## src/rtl/mux_5to1_if.sv

```systemverilog
// Bus bundle for mux_5to1: five data words, select and load enable in;
// registered word, its complement and the out-of-range flag out.
interface mux_5to1_if #(
    parameter int SZE = 4
);
    logic           en;
    logic [SZE-1:0] in0;
    logic [SZE-1:0] in1;
    logic [SZE-1:0] in2;
    logic [SZE-1:0] in3;
    logic [SZE-1:0] in4;
    logic [2:0]     sel;
    logic [SZE-1:0] out;
    logic [SZE-1:0] outbar;
    logic           sel_err;

    modport master (
        output en, in0, in1, in2, in3, in4, sel,
        input  out, outbar, sel_err
    );

    modport slave (
        input  en, in0, in1, in2, in3, in4, sel,
        output out, outbar, sel_err
    );
endinterface

```

## src/rtl/mux_5to1.sv

```systemverilog
// Registered 5:1 word selector with true/inverted outputs and out-of-range flag.
// Define MUX5_1_OOR_HOLD_EN to hold the word on an out-of-range select instead of loading zero.
module mux_5to1 #(
    parameter int SZE = 4
) (
    input  logic       clk,
    input  logic       rst,
    mux_5to1_if.slave  bus
);
    logic [SZE-1:0] out_q, out_d;
    logic           err_q, err_d;

    always_comb begin
        out_d = out_q;
        err_d = err_q;
        if (bus.en) begin
            err_d = 1'b0;
            case (bus.sel)
                3'd0:    out_d = bus.in0;
                3'd1:    out_d = bus.in1;
                3'd2:    out_d = bus.in2;
                3'd3:    out_d = bus.in3;
                3'd4:    out_d = bus.in4;
                default: begin
                    err_d = 1'b1;
`ifdef MUX5_1_OOR_HOLD_EN
                    out_d = out_q;
`else
                    out_d = '0;
`endif
                end
            endcase
        end
    end

    always_ff @(posedge clk) begin
        if (rst) begin
            out_q <= '0;
            err_q <= 1'b0;
        end else begin
            out_q <= out_d;
            err_q <= err_d;
        end
    end

    // Complement is derived, so out ^ outbar is all ones even through reset.
    assign bus.out     = out_q;
    assign bus.outbar  = ~out_q;
    assign bus.sel_err = err_q;
endmodule

```

## src/flat_wrapper.sv

```systemverilog
// flat-port wrapper written by rule: the top's interface ports become plain ports
module mux_5to1_flat 
#(
    parameter int SZE = 4
)
  (clk, rst, bus_en, bus_in0, bus_in1, bus_in2, bus_in3, bus_in4, bus_sel, bus_out, bus_outbar, bus_sel_err);
  mux_5to1_if #(.SZE(SZE)) bus_i ();
  input  logic clk;
  input  logic rst;
  input wire logic [$bits(bus_i.en)-1:0] bus_en;
  input wire logic [$bits(bus_i.in0)-1:0] bus_in0;
  input wire logic [$bits(bus_i.in1)-1:0] bus_in1;
  input wire logic [$bits(bus_i.in2)-1:0] bus_in2;
  input wire logic [$bits(bus_i.in3)-1:0] bus_in3;
  input wire logic [$bits(bus_i.in4)-1:0] bus_in4;
  input wire logic [$bits(bus_i.sel)-1:0] bus_sel;
  output wire logic [$bits(bus_i.out)-1:0] bus_out;
  output wire logic [$bits(bus_i.outbar)-1:0] bus_outbar;
  output wire logic [$bits(bus_i.sel_err)-1:0] bus_sel_err;
  assign bus_i.en = bus_en;
  assign bus_i.in0 = bus_in0;
  assign bus_i.in1 = bus_in1;
  assign bus_i.in2 = bus_in2;
  assign bus_i.in3 = bus_in3;
  assign bus_i.in4 = bus_in4;
  assign bus_i.sel = bus_sel;
  assign bus_out = bus_i.out;
  assign bus_outbar = bus_i.outbar;
  assign bus_sel_err = bus_i.sel_err;
  mux_5to1 #(.SZE(SZE)) u_core (.clk(clk), .rst(rst), .bus(bus_i));
endmodule
```

## config.mk

```make
export PLATFORM = sky130hd
export DESIGN_NAME = mux_5to1_flat
export DESIGN_NICKNAME = d
export VERILOG_FILES = /design/src/rtl/mux_5to1_if.sv /design/src/rtl/mux_5to1.sv /design/src/flat_wrapper.sv
export SDC_FILE = /design/constraint.sdc
export NUM_CORES = 1
export LEC_CHECK = 0
export BUFFER_PORTS_ARGS = -buffer_cell sky130_fd_sc_hd__buf_4
export CAP_MARGIN = 10
export CELL_PAD_IN_SITES_DETAIL_PLACEMENT = 1
export CELL_PAD_IN_SITES_GLOBAL_PLACEMENT = 1
export CORE_UTILIZATION = 24
export CTS_BUF_LIST = sky130_fd_sc_hd__clkbuf_4
export DETAILED_ROUTE_END_ITERATION = 10
export GPL_TIMING_DRIVEN = 1
export PLACE_DENSITY_LB_ADDON = 0.12
export SETUP_SLACK_MARGIN = 0.15
export SLEW_MARGIN = 20
export SYNTH_ARGS = -nofsm -noshare
export SYNTH_HDL_FRONTEND = slang
export SYNTH_SLANG_ARGS = --single-unit
```

## constraint.sdc

```tcl
create_clock -name clk -period 1.1 [get_ports clk]
set_clock_uncertainty 0.05 [all_clocks]
set_input_delay 0.22 -clock clk [delete_from_list [all_inputs] [get_ports clk]]
set_output_delay 0.22 -clock clk [all_outputs]
set_load 0.01 [all_outputs]
```

# --- Word level (Yosys, flattened, before mapping) ---
# Index checks and enable logic that the tools add are counted.
totals:
  register_bits: 5
  in_bits: 26
classes:
  eq_ne: 4
  muxes: 2
  bitwise: 1
  n_reduce_logical: 2
op_table:
  columns: ["cell", "n"]
  rows:
  - ["$pmux 4 s5", 1]
  - ["$eq 3x2->1 const B", 2]
  - ["$reduce_or 5->1", 1]
  - ["$not 4->4", 1]
  - ["$eq 3x1->1 const B", 1]
  - ["$eq 3x3->1 const B", 1]
  - ["$logic_not 3->1", 1]
  - ["$mux 1", 1]

# --- Longest topological paths before layout ---
# Gate-level depths: netlist of the first run.
logic_depth:
  depth_word: 3
  mapped_depth: 5
  ltp_nobuf: 4

# --- Least setup slack after synthesis of the first run ---
# OpenSTA, ideal clock, no wires.
synth_timing:
  path_kind: "input -> register"
  start: "input bus_sel[0]"
  end: "register u_core.out_q[2] (netlist: u_core.bus.out[2])"
  setup_time_ps: 88
  arrival_ps: 928
  t_required_ps: 962
  slack_ps: 34
  cell_stages: 5
  path_buffers: 1
  cell_sequence: "buf_6 > mux2i_1 > and2_0 > o32a_1 > o32ai_2"
synth_via:
  elab_chain_len: 2
  elab_cells_between_ends: 6
  cone_classes: "eq/ne (4); mux (1); reduce/logical (1)"
synth_lines:
  columns: ["item", "line_no", "rtl"]
  rows:
  - ["start: declaration", "flat_wrapper.sv:16", "input wire logic [$bits(bus_i.sel)-1:0] bus_sel;"]
  - ["$eq 3x3->1, or another cell as far along", "mux_5to1.sv:18", "case (bus.sel)"]
  - ["$pmux 4 s5 (*)", "mux_5to1.sv:18", null]
  - ["end signal: assignment", "mux_5to1.sv:41", "out_q <= out_d;"]
  - ["end: declaration", "mux_5to1.sv:10", "logic [SZE-1:0] out_q, out_d;"]
# Every way passes the cells marked *; elsewhere a longest branch is shown, timed or not.
# A chain may end at the register's enable or synchronous reset.

# --- Worst setup path after layout of the first run ---
layout_timing:
  start: "register u_core.out_q[3] (netlist: u_core.bus.out[3])"
  end: "output bus_outbar[3]"
layout_via:
  elab_chain_len: 1
layout_lines:
  columns: ["item", "line_no", "rtl"]
  rows:
  - ["$not 4->4", "mux_5to1.sv:48", "assign bus.outbar = ~out_q;"]
  - ["end: declaration", "flat_wrapper.sv:18", "output wire logic [$bits(bus_i.outbar)-1:0] bus_outbar;"]
# Every way passes these cells.

==> impl_metrics.env, run 1 <==
export IMPL_synthFlopType="dfxtp_1"
export IMPL_route_vias_total=526
export IMPL_numCtsBuffers=3
export IMPL_first_pass_iters=2
export IMPL_yosys_area_share_adder_pct=0
export IMPL_end_kind="output pin"
export IMPL_slowest_delay_ps=340
export IMPL_setup_violations_final=0
export IMPL_viasPerCell=4.696
export IMPL_gp_congestion=0.7029
export IMPL_yosys_area_top_type="dfxtp_1"
export IMPL_setup_tns_ps=0
export IMPL_area_growth_pct=91.13
export IMPL_max_cap_viol_count=0
export IMPL_dpl_cell_count=107
export IMPL_vdd_drop_max_mv=0.2907
export IMPL_hold_slack_ps=102.9
export IMPL_cp_num_buf_inv=2
export IMPL_period_minus_slack_ps=996.1
export IMPL_crit_type="flop to output pin"
export IMPL_wl_per_cell_microns=10.99
export IMPL_cts_root_buf="clkbuf_4"
export IMPL_final_antenna_net_count=0
export IMPL_fin_crit_sh_pct=90.56
export IMPL_synth_seq_cells=5
export IMPL_rsz0062_at_grt="yes"
export IMPL_grt_pass1_vias=529
export IMPL_drt_iter0_drc=2
export IMPL_diodes=0
export IMPL_fin_cells=112
export IMPL_io_pin_count=35
export IMPL_synth_fp_nets=79
export IMPL_muxShareOfSynthArea_pct=15.60
export IMPL_clock_latency_ps=250
export IMPL_cts_sinks=5
export IMPL_cts_tree="yes"
export IMPL_worstSetupStartpointType="flop"
export IMPL_power_switching_mw=0.1785
export IMPL_drive_above_1_share_pct=63.54
export IMPL_postSynth_asyncResetShare_pct=0
export IMPL_path_delay_family="flip-flops"
export IMPL_worstHoldPathType="input port to flop"
export IMPL_ys_types=20
export IMPL_dpl_instance_area_sq_um=718.2
export IMPL_syn_inst=53
export IMPL_ys_top_cells_by_area="dfxtp_1 24%, o21ai_0 8.6%, mux2_2 8.3%"
export IMPL_final_util_pct=50.73
export IMPL_synth_top_family_by_area="compound AO/OA/AOI/OAI gates"
export IMPL_worstPathRequired_ps=830
export IMPL_htree_levels=1
export IMPL_seqPwrFrac_pct=29.7
export IMPL_pwr_density_cell_mw_per_mm2=874.8
export IMPL_synth_edf_count=0
export IMPL_slew_headroom_pct=87.53
export IMPL_path_clk_slew_ps=40
export IMPL_row_count=14
export IMPL_p_leak_nw=0.3684
export IMPL_die_area_sq_mm=0.001874
export IMPL_wl_mm=1.231
export IMPL_synth_compound_area_share_pct=28.75
export IMPL_die_w_microns=43.29
export IMPL_synth_xor_area_share_pct=0
export IMPL_tightest_slew_ps=186.3
export IMPL_track_usage_pct=14.90
export IMPL_portBuffers=34
export IMPL_drc=0
export IMPL_max_freq_mhz=1004
export IMPL_grt_ovfl_total=0
export IMPL_core_area_sq_mm=0.001541
export IMPL_p_total_mw=0.6841
export IMPL_crit_path_cell_trace="inv_2, buf_6"
export IMPL_antenna_found_initial=0
export IMPL_pre_cts_slack_ps=-51.50
export IMPL_synth_top_area_share_pct=24.46
export IMPL_arrival_ps=730
export IMPL_die_h_microns=43.29
export IMPL_slew_viol_final=0
export IMPL_synth_simple_gate_area_share_pct=20.18
export IMPL_fin_area_sq_um=782.0
export IMPL_p_int_mw=0.5056
export IMPL_yosysMostFrequentCell="o21ai_0"
export IMPL_grt_pass1_wl_mm=2.104
export IMPL_nets=123
export IMPL_synth_cell_area_sq_um=409.1
export IMPL_p_clk_share_pct=36.0
export IMPL_yosys_top_cells_count="7 x o21ai_0, 6 x nand2_1, 5 x dfxtp_1, 5 x inv_1, 4 x a31oi_1"
export IMPL_cp_slowest_cell="dfxtp_2"
export IMPL_dp_hpwl_mm=1.043
export IMPL_grt_max_degree=12
export IMPL_syn_avg_cell_area_sq_um=7.720
export IMPL_ys_warn_count=0
export IMPL_yosysSeqAreaShare_pct=24.46
export IMPL_fin_ws_ps=103.9
export IMPL_postCtsHoldBufs=0
export IMPL_finalHoldViolCount=0
export IMPL_start_util_pct=26.54
export IMPL_clk_path_buf_depth=2
export IMPL_cp_max_fo=3
export IMPL_switching_share_pct=26.10
export IMPL_combPwrFrac_pct=34.3
export IMPL_outcome="complete, no violations"
[state kept, by name, indices dropped and copies added (netlist names)]
| signal | flops |
|---|---|
| u_core.bus.sel_err | 1 |
| u_core.bus.out | 4 |
[power groups by stage]
stage	Clock, mW	Sequential (mW)	Combinational [mW]
after CTS	0.260	0.204	0.237
after global routing	0.262	0.205	0.258
final	0.246	0.204	0.234
after global placement	0	0.203	0.222
after detailed placement	0	0.203	0.226
after floorplan	0	0.207	0.0937
[per-layer routing]
metal	GRT usage [%]	vias up	wire, microns
li1	-	275	-
met1	17.22	228	527
met2	25.97	21	618
met3	2.553	2	65
met4	7.273	0	21
met5	0	-	0
[placed cells by master, fill, tap and decap left out, drive strengths merged]
master,n
buf,43
o21ai,7
nand2,6
dfxtp,5
inv,5
a31oi,4
clkbuf,4
a21oi,3
nand3b,3
mux2i,3
mux2,3
nand2b,2
o211ai,1
and2,1
nor2b,1
a2bb2oi,1
o32a,1
o32ai,1
nor3,1
and2b,1
[cell type report]
type                       count  area (sq um)
clock buffer                   4         30.03
fill                         192         759.5
inverter                       5         18.77
multi-input combinational     39         265.3
sequential                     5         106.4
tap                           16         20.02
timing repair buffer          43         341.6
[worst paths after layout]
path	startpoint	endpoint	slack (ps)	depth (start not counted)
setup / recovery	u_core.bus.out[3]	bus_outbar[3]	100	2
hold / removal	rst	u_core.bus.sel_err	100	2
setup reg to reg	u_core.bus.out[2]	u_core.bus.out[2]	240	3
hold reg to reg	u_core.bus.sel_err	u_core.bus.sel_err	420	2
[kinds of logic after synthesis]
logic type             after synthesis
AND/OR/NAND/NOR                     15
buffers and inverters                9
AO/OA/AOI/OAI                       18
multiplexers                         6
flip-flops                           5
[what timing repair did]
action | CTS | global route
pin swaps | 0 | 0
setup endpoints to repair | 9 | 13
setup buffers | 1 | 0
gates resized for setup | 14 | 1
hold endpoints to repair | 0 | 0
Power figures use the tool's default switching activity.
==> run 2: changes to the inputs <==
ABC_CLOCK_PERIOD_IN_PS = 1100   (was not set)
CORE_UTILIZATION = 23   (was 24)
CTS_BUF_LIST = not set   (was sky130_fd_sc_hd__clkbuf_4)
==> run 2 against run 1 <==
  * Non-clock buffer count shrank 1
  * Critical path depth is the same
  * Power shrank 3.0%
==> impl_metrics.env, run 2 (synthesis results as in run 1) <==
export IMPL_cp_slowest_cell="dfxtp_2"
export IMPL_worstHoldPathType="input port to flop"
export IMPL_pre_cts_slack_ps=-41.95
export IMPL_setup_violations_final=0
export IMPL_die_h_microns=44.18
export IMPL_crit_type="flop to output pin"
export IMPL_drive_above_1_share_pct=64.21
export IMPL_start_util_pct=25.95
export IMPL_cts_tree="yes"
export IMPL_path_depth=2
export IMPL_slew_headroom_pct=85.04
export IMPL_holdPathStages=2
export IMPL_mostFrequentLayoutCells="36 x buf_4, 6 x nand2_1, 6 x buf_6"
export IMPL_postCtsHoldBufs=0
export IMPL_grt_ovfl_total=0
export IMPL_p_int_mw=0.4752
export IMPL_vdd_drop_max_mv=0.6555
export IMPL_clk_path_buf_depth=2
export IMPL_cts_sinks=5
export IMPL_wl_mm=1.274
export IMPL_row_count=14
export IMPL_rrSetupSlack_ps=130
export IMPL_arrival_ps=740
export IMPL_rsz0062_at_grt="yes"
export IMPL_fin_ws_ps=86.11
export IMPL_die_area_sq_mm=0.001951
export IMPL_grt_max_degree=12
export IMPL_drc=0
export IMPL_crit_path_cell_trace="inv_2, buf_6"
export IMPL_clock_latency_ps=250
export IMPL_end_kind="output pin"
export IMPL_numCtsBuffers=3
export IMPL_die_w_microns=44.18
export IMPL_worstPathRequired_ps=830
export IMPL_p_clk_share_pct=33.7
export IMPL_core_area_sq_mm=0.001577
export IMPL_tightest_slew_ps=223.5
export IMPL_startpoint="u_core.bus.out[1]"
export IMPL_cp_num_buf_inv=2
export IMPL_switching_share_pct=28.39
export IMPL_viasPerCell=4.793
export IMPL_grt_pass1_wl_mm=2.111
export IMPL_crit_path_end="bus_outbar[1]"
export IMPL_seqPwrFrac_pct=30.8
export IMPL_track_usage_pct=14.72
export IMPL_outcome="complete, no violations"
export IMPL_p_total_mw=0.6636
export IMPL_antenna_found_initial=0
export IMPL_first_pass_iters=5
export IMPL_slew_viol_final=0
export IMPL_finalHoldViolCount=0
export IMPL_p_leak_nw=0.3640
export IMPL_dp_hpwl_mm=1.054
export IMPL_timing_rr_end="u_core.bus.out[2]"
export IMPL_fin_crit_sh_pct=92.17
export IMPL_diodes=0
export IMPL_slowest_delay_ps=350
export IMPL_layout_commonest_cell="buf_4"
export IMPL_combPwrFrac_pct=35.5
export IMPL_fin_area_sq_um=779.5
export IMPL_worstSetupStartpointType="flop"
export IMPL_power_switching_mw=0.1884
export IMPL_cp_max_fo=3
export IMPL_period_minus_slack_ps=1014
export IMPL_path_clk_slew_ps=50
export IMPL_r2r_cells=4
export IMPL_largest_register_ffs=4
export IMPL_max_cap_viol_count=0
export IMPL_area_growth_pct=90.52
export IMPL_grt_pass1_vias=539
export IMPL_final_antenna_net_count=0
export IMPL_gp_congestion=0.6508
export IMPL_final_util_pct=49.44
export IMPL_fill_cells=201
export IMPL_nets=122
export IMPL_dpl_instance_area_sq_um=703.2
export IMPL_io_pin_count=35
export IMPL_drt_iter0_drc=2
export IMPL_route_vias_total=532
export IMPL_fin_cells=111
export IMPL_portBuffers=34
export IMPL_path_delay_family="flip-flops"
export IMPL_max_freq_mhz=986.3
export IMPL_htree_levels=1
export IMPL_cts_root_buf="clkbuf_4"
export IMPL_pwr_density_cell_mw_per_mm2=851.3
export IMPL_hold_slack_ps=92.49
export IMPL_rr_startpoint="u_core.bus.out[2]"
export IMPL_dpl_cell_count=105
export IMPL_wl_per_cell_microns=11.48
export IMPL_setup_tns_ps=0
run 2: cell types whose count changed in the layout (fill, tap and decap cells not counted):
| cell | change |
|---|---|
| buf_4 | -2 |
| buf_6 | +1 |
| clkbuf_4 | -1 |
| clkinv_2 | +1 |
| o21ai_0 | -1 |
| o21ai_2 | +1 |
run 2: repair_timing:
item / in CTS / in global routing
endpoints found under the setup margin: 9 / 11
buffers inserted: 1 / 1
resized for setup: 15 / 3
pin swaps: 0 / 1
hold endpoints to repair: 0 / 0
run 2: final cells by class:
type                    count  area [sq um]  share of cell area, %
repair buffers             42         337.8                  43.34
well taps                  16         20.02                  2.568
inverters                   5         18.77                  2.408
clock inverters             1         5.005                 0.6421
flip-flops and latches      5         106.4                  13.64
clock buffers               3         22.52                  2.889
multi-input cells          39         269.0                  34.51
run 2: worst min-delay path by stage:
stage | start | endpoint | slack [ps]
CTS | rst | u_core.bus.sel_err | 90
detailed placement | rst | u_core.bus.sel_err | 370
global placement | rst | u_core.bus.sel_err | 360
floorplan | rst | u_core.bus.sel_err | 240
global route | rst | u_core.bus.sel_err | 90
finish | rst | u_core.bus.sel_err | 90
run 2: per-layer routing:
metal	up-vias	GRT usage [%]	routed length [microns]
met3	0	6.122	79
met1	238	15.84	513
met4	0	1.818	0
li1	272	-	-
met2	22	27.35	682
met5	-	0	0
run 2: power groups by stage:
stage / Combinational, mW / Sequential [mW] / Clock [mW]
after floorplan: 0.0937 / 0.207 / 0
after global placement: 0.217 / 0.203 / 0
after detailed placement: 0.220 / 0.203 / 0
after CTS: 0.233 / 0.204 / 0.235
after global routing: 0.259 / 0.206 / 0.252
final: 0.235 / 0.205 / 0.224
==> run 3: changes to the inputs <==
ABC_AREA = 1   (was not set)
CORE_UTILIZATION = 22   (was 23)
==> run 3 against run 2 <==
  * Combinational power is 12% lower
  * Die area is 4.0% higher
  * Global-route usage is 0.37 points higher
  * Sequential share of layout area is 0.57 points higher
  * Worst setup slack worse by 0.96 ps
  * Largest power group is now clock
  * Synthesized cell count is 17% higher
  * Hold slack better by 16 ps
  * Critical path type unchanged
==> impl_metrics.env, run 3 <==
export IMPL_gp_congestion=0.7025
export IMPL_ys_types=15
export IMPL_drive_above_1_share_pct=52.00
export IMPL_seqPwrFrac_pct=31.7
export IMPL_row_count=15
export IMPL_rsz0062_at_grt="yes"
export IMPL_largest_register_ffs=4
export IMPL_wl_per_cell_microns=10.93
export IMPL_clk_path_buf_depth=2
export IMPL_ys_top_cells_by_area="dfxtp_1 25%, nand3_1 21%, inv_1 8.3%"
export IMPL_area_growth_pct=83.44
export IMPL_nets=127
export IMPL_viasPerCell=4.544
export IMPL_die_w_microns=45.06
export IMPL_path_clk_slew_ps=50
export IMPL_cts_sinks=5
export IMPL_rr_startpoint="u_core.bus.out[1]"
export IMPL_slew_viol_final=0
export IMPL_synth_edf_count=0
export IMPL_arrival_ps=740
export IMPL_rrSetupSlack_ps=350
export IMPL_htree_levels=1
export IMPL_setup_violations_final=0
export IMPL_hp_start="rst"
export IMPL_worstPathRequired_ps=830
export IMPL_grt_max_degree=12
export IMPL_synth_cell_area_sq_um=407.9
export IMPL_drt_iter0_drc=6
export IMPL_synth_fp_nets=88
export IMPL_portBuffers=34
export IMPL_cts_tree="yes"
export IMPL_timing_rr_end="u_core.bus.out[1]"
export IMPL_outcome="complete, no violations"
export IMPL_yosysMostFrequentCell="nand3_1"
export IMPL_max_freq_mhz=985.4
export IMPL_r2r_cells=3
export IMPL_postSynth_asyncResetShare_pct=0
export IMPL_fin_crit_sh_pct=92.26
export IMPL_max_cap_viol_count=0
export IMPL_pwr_density_cell_mw_per_mm2=854.8
export IMPL_die_h_microns=45.06
export IMPL_switching_share_pct=29.55
export IMPL_dp_hpwl_mm=1.046
export IMPL_diodes=0
export IMPL_p_clk_share_pct=36.0
export IMPL_combPwrFrac_pct=32.3
export IMPL_numCtsBuffers=3
export IMPL_ys_warn_count=0
export IMPL_p_total_mw=0.6396
export IMPL_drc=0
export IMPL_final_antenna_net_count=0
export IMPL_clock_latency_ps=250
export IMPL_worstHoldPathType="input port to flop"
export IMPL_end_kind="output pin"
export IMPL_fill_cells=230
export IMPL_holdPathStages=2
export IMPL_wl_met2_microns=670
export IMPL_crit_type="flop to output pin"
export IMPL_power_switching_mw=0.1890
export IMPL_grt_pass1_vias=532
export IMPL_syn_inst=62
export IMPL_wl_mm=1.366
export IMPL_period_minus_slack_ps=1015
export IMPL_synth_top_area_share_pct=24.54
export IMPL_slew_headroom_pct=85.54
export IMPL_die_area_sq_mm=0.002030
export IMPL_syn_avg_cell_area_sq_um=6.579
export IMPL_cp_max_fo=3
export IMPL_p_int_mw=0.4506
export IMPL_start_util_pct=23.62
export IMPL_layout_commonest_cell="buf_4"
export IMPL_final_util_pct=43.33
export IMPL_track_usage_pct=15.09
export IMPL_synth_seq_cells=5
export IMPL_yosys_area_top_type="dfxtp_1"
export IMPL_first_pass_iters=4
export IMPL_antenna_found_initial=0
export IMPL_core_area_sq_mm=0.001727
export IMPL_worstSetupStartpointType="flop"
export IMPL_grt_ovfl_total=0
export IMPL_synthFlopType="dfxtp_1"
export IMPL_routed_top_layer="met4"
export IMPL_mostFrequentLayoutCells="30 x buf_4, 17 x nand3_1, 7 x nand2_1, 7 x buf_6"
export IMPL_grt_pass1_wl_mm=2.139
export IMPL_cts_root_buf="clkbuf_4"
export IMPL_hold_path_end="u_core.bus.out[2]"
export IMPL_finalHoldViolCount=0
export IMPL_route_met3_wl_microns=96
export IMPL_io_pin_count=35
export IMPL_m1WireLength_microns=590
export IMPL_vdd_drop_max_mv=0.3502
export IMPL_yosysSeqAreaShare_pct=24.54
export IMPL_tightest_slew_ps=216.7
export IMPL_yosys_top_cells_count="17 x nand3_1, 9 x inv_1, 7 x nand2_1"
export IMPL_route_vias_total=568
export IMPL_p_leak_nw=0.3717
## run 3: cell types whose count changed after synthesis, sizes merged, moves of 4 or more
| cell | delta |
|---|---|
| a31oi | -4 |
| nand4 | +5 |
| nand3 | +17 |
| inv | +5 |
## run 3: what timing repair did
action,in CTS,in global routing
setup buffers,0,2
hold buffers,0,0
endpoints found under the setup margin,9,11
pin swaps,0,0
resized for setup,14,3
## run 3: cells by family after synthesis
group | synth area share, %
AOI/OAI and AO/OA | 16.56
buffers and inverters | 16.56
DFF | 24.54
and+or+nand+nor | 42.33
## run 3: final cells by class
type,instances,area (sq um),area share [%]
clock buffers,4,26.28,3.512
inverters,10,40.04,5.351
multi-input cells,44,240.2,32.11
flip-flops and latches,5,106.4,14.21
well taps,25,31.28,4.181
repair buffers,37,304.0,40.64
## run 3: per-layer routing
| metal | global-route usage [%] | vias to the layer above |
|---|---|---|
| met2 | 24.35 | 23 |
| met1 | 18.00 | 254 |
| met5 | 0 | - |
| met3 | 4.800 | 2 |
| met4 | 7.273 | 0 |
| li1 | - | 289 |
## run 3: metrics by stage
stage / hold WS (ps) / std cells / instance area, sq um / worst slack (ps) / TNS, ps
2_1_floorplan: 239.1 / 62 / 407.9 / 177.5 / 0
3_3_place_gp: 378.1 / 119 / 671.9 / 0.7864 / 0
3_5_place_dp: 377.1 / 119 / 671.9 / -18.89 / -22.80
4_1_cts: 98.38 / 123 / 723.2 / 85.12 / 0
5_1_grt: 98.39 / 125 / 748.2 / 57.68 / 0
6_report: 108.3 / 125 / 748.2 / 85.15 / 0
## run 3: worst max-delay path by stage
stage | from | endpoint | slack, ps | depth (start not counted)
3_5_place_dp | bus_sel[2] | u_core.bus.out[3] | -20 | 6
2_1_floorplan | bus_sel[0] | u_core.bus.out[2] | 180 | 6
4_1_cts | u_core.bus.out[2] | bus_outbar[2] | 90 | 2
3_3_place_gp | bus_sel[1] | u_core.bus.out[0] | 0.8 | 6
5_1_grt | u_core.bus.out[1] | bus_outbar[1] | 60 | 2
6_report | u_core.bus.out[2] | bus_outbar[2] | 90 | 2
## run 3: critical path: stages (launching register included)
cell,delay (ps)
dfxtp_2,350
inv_2,40
buf_6,110
## run 3: power groups by stage
stage	sequential (mW)	combinational [mW]	clock, mW
5_1_grt	0.204	0.228	0.253
2_1_floorplan	0.206	0.0790	0
4_1_cts	0.202	0.199	0.237
3_3_place_gp	0.201	0.190	0
3_5_place_dp	0.202	0.190	0
6_report	0.203	0.207	0.230
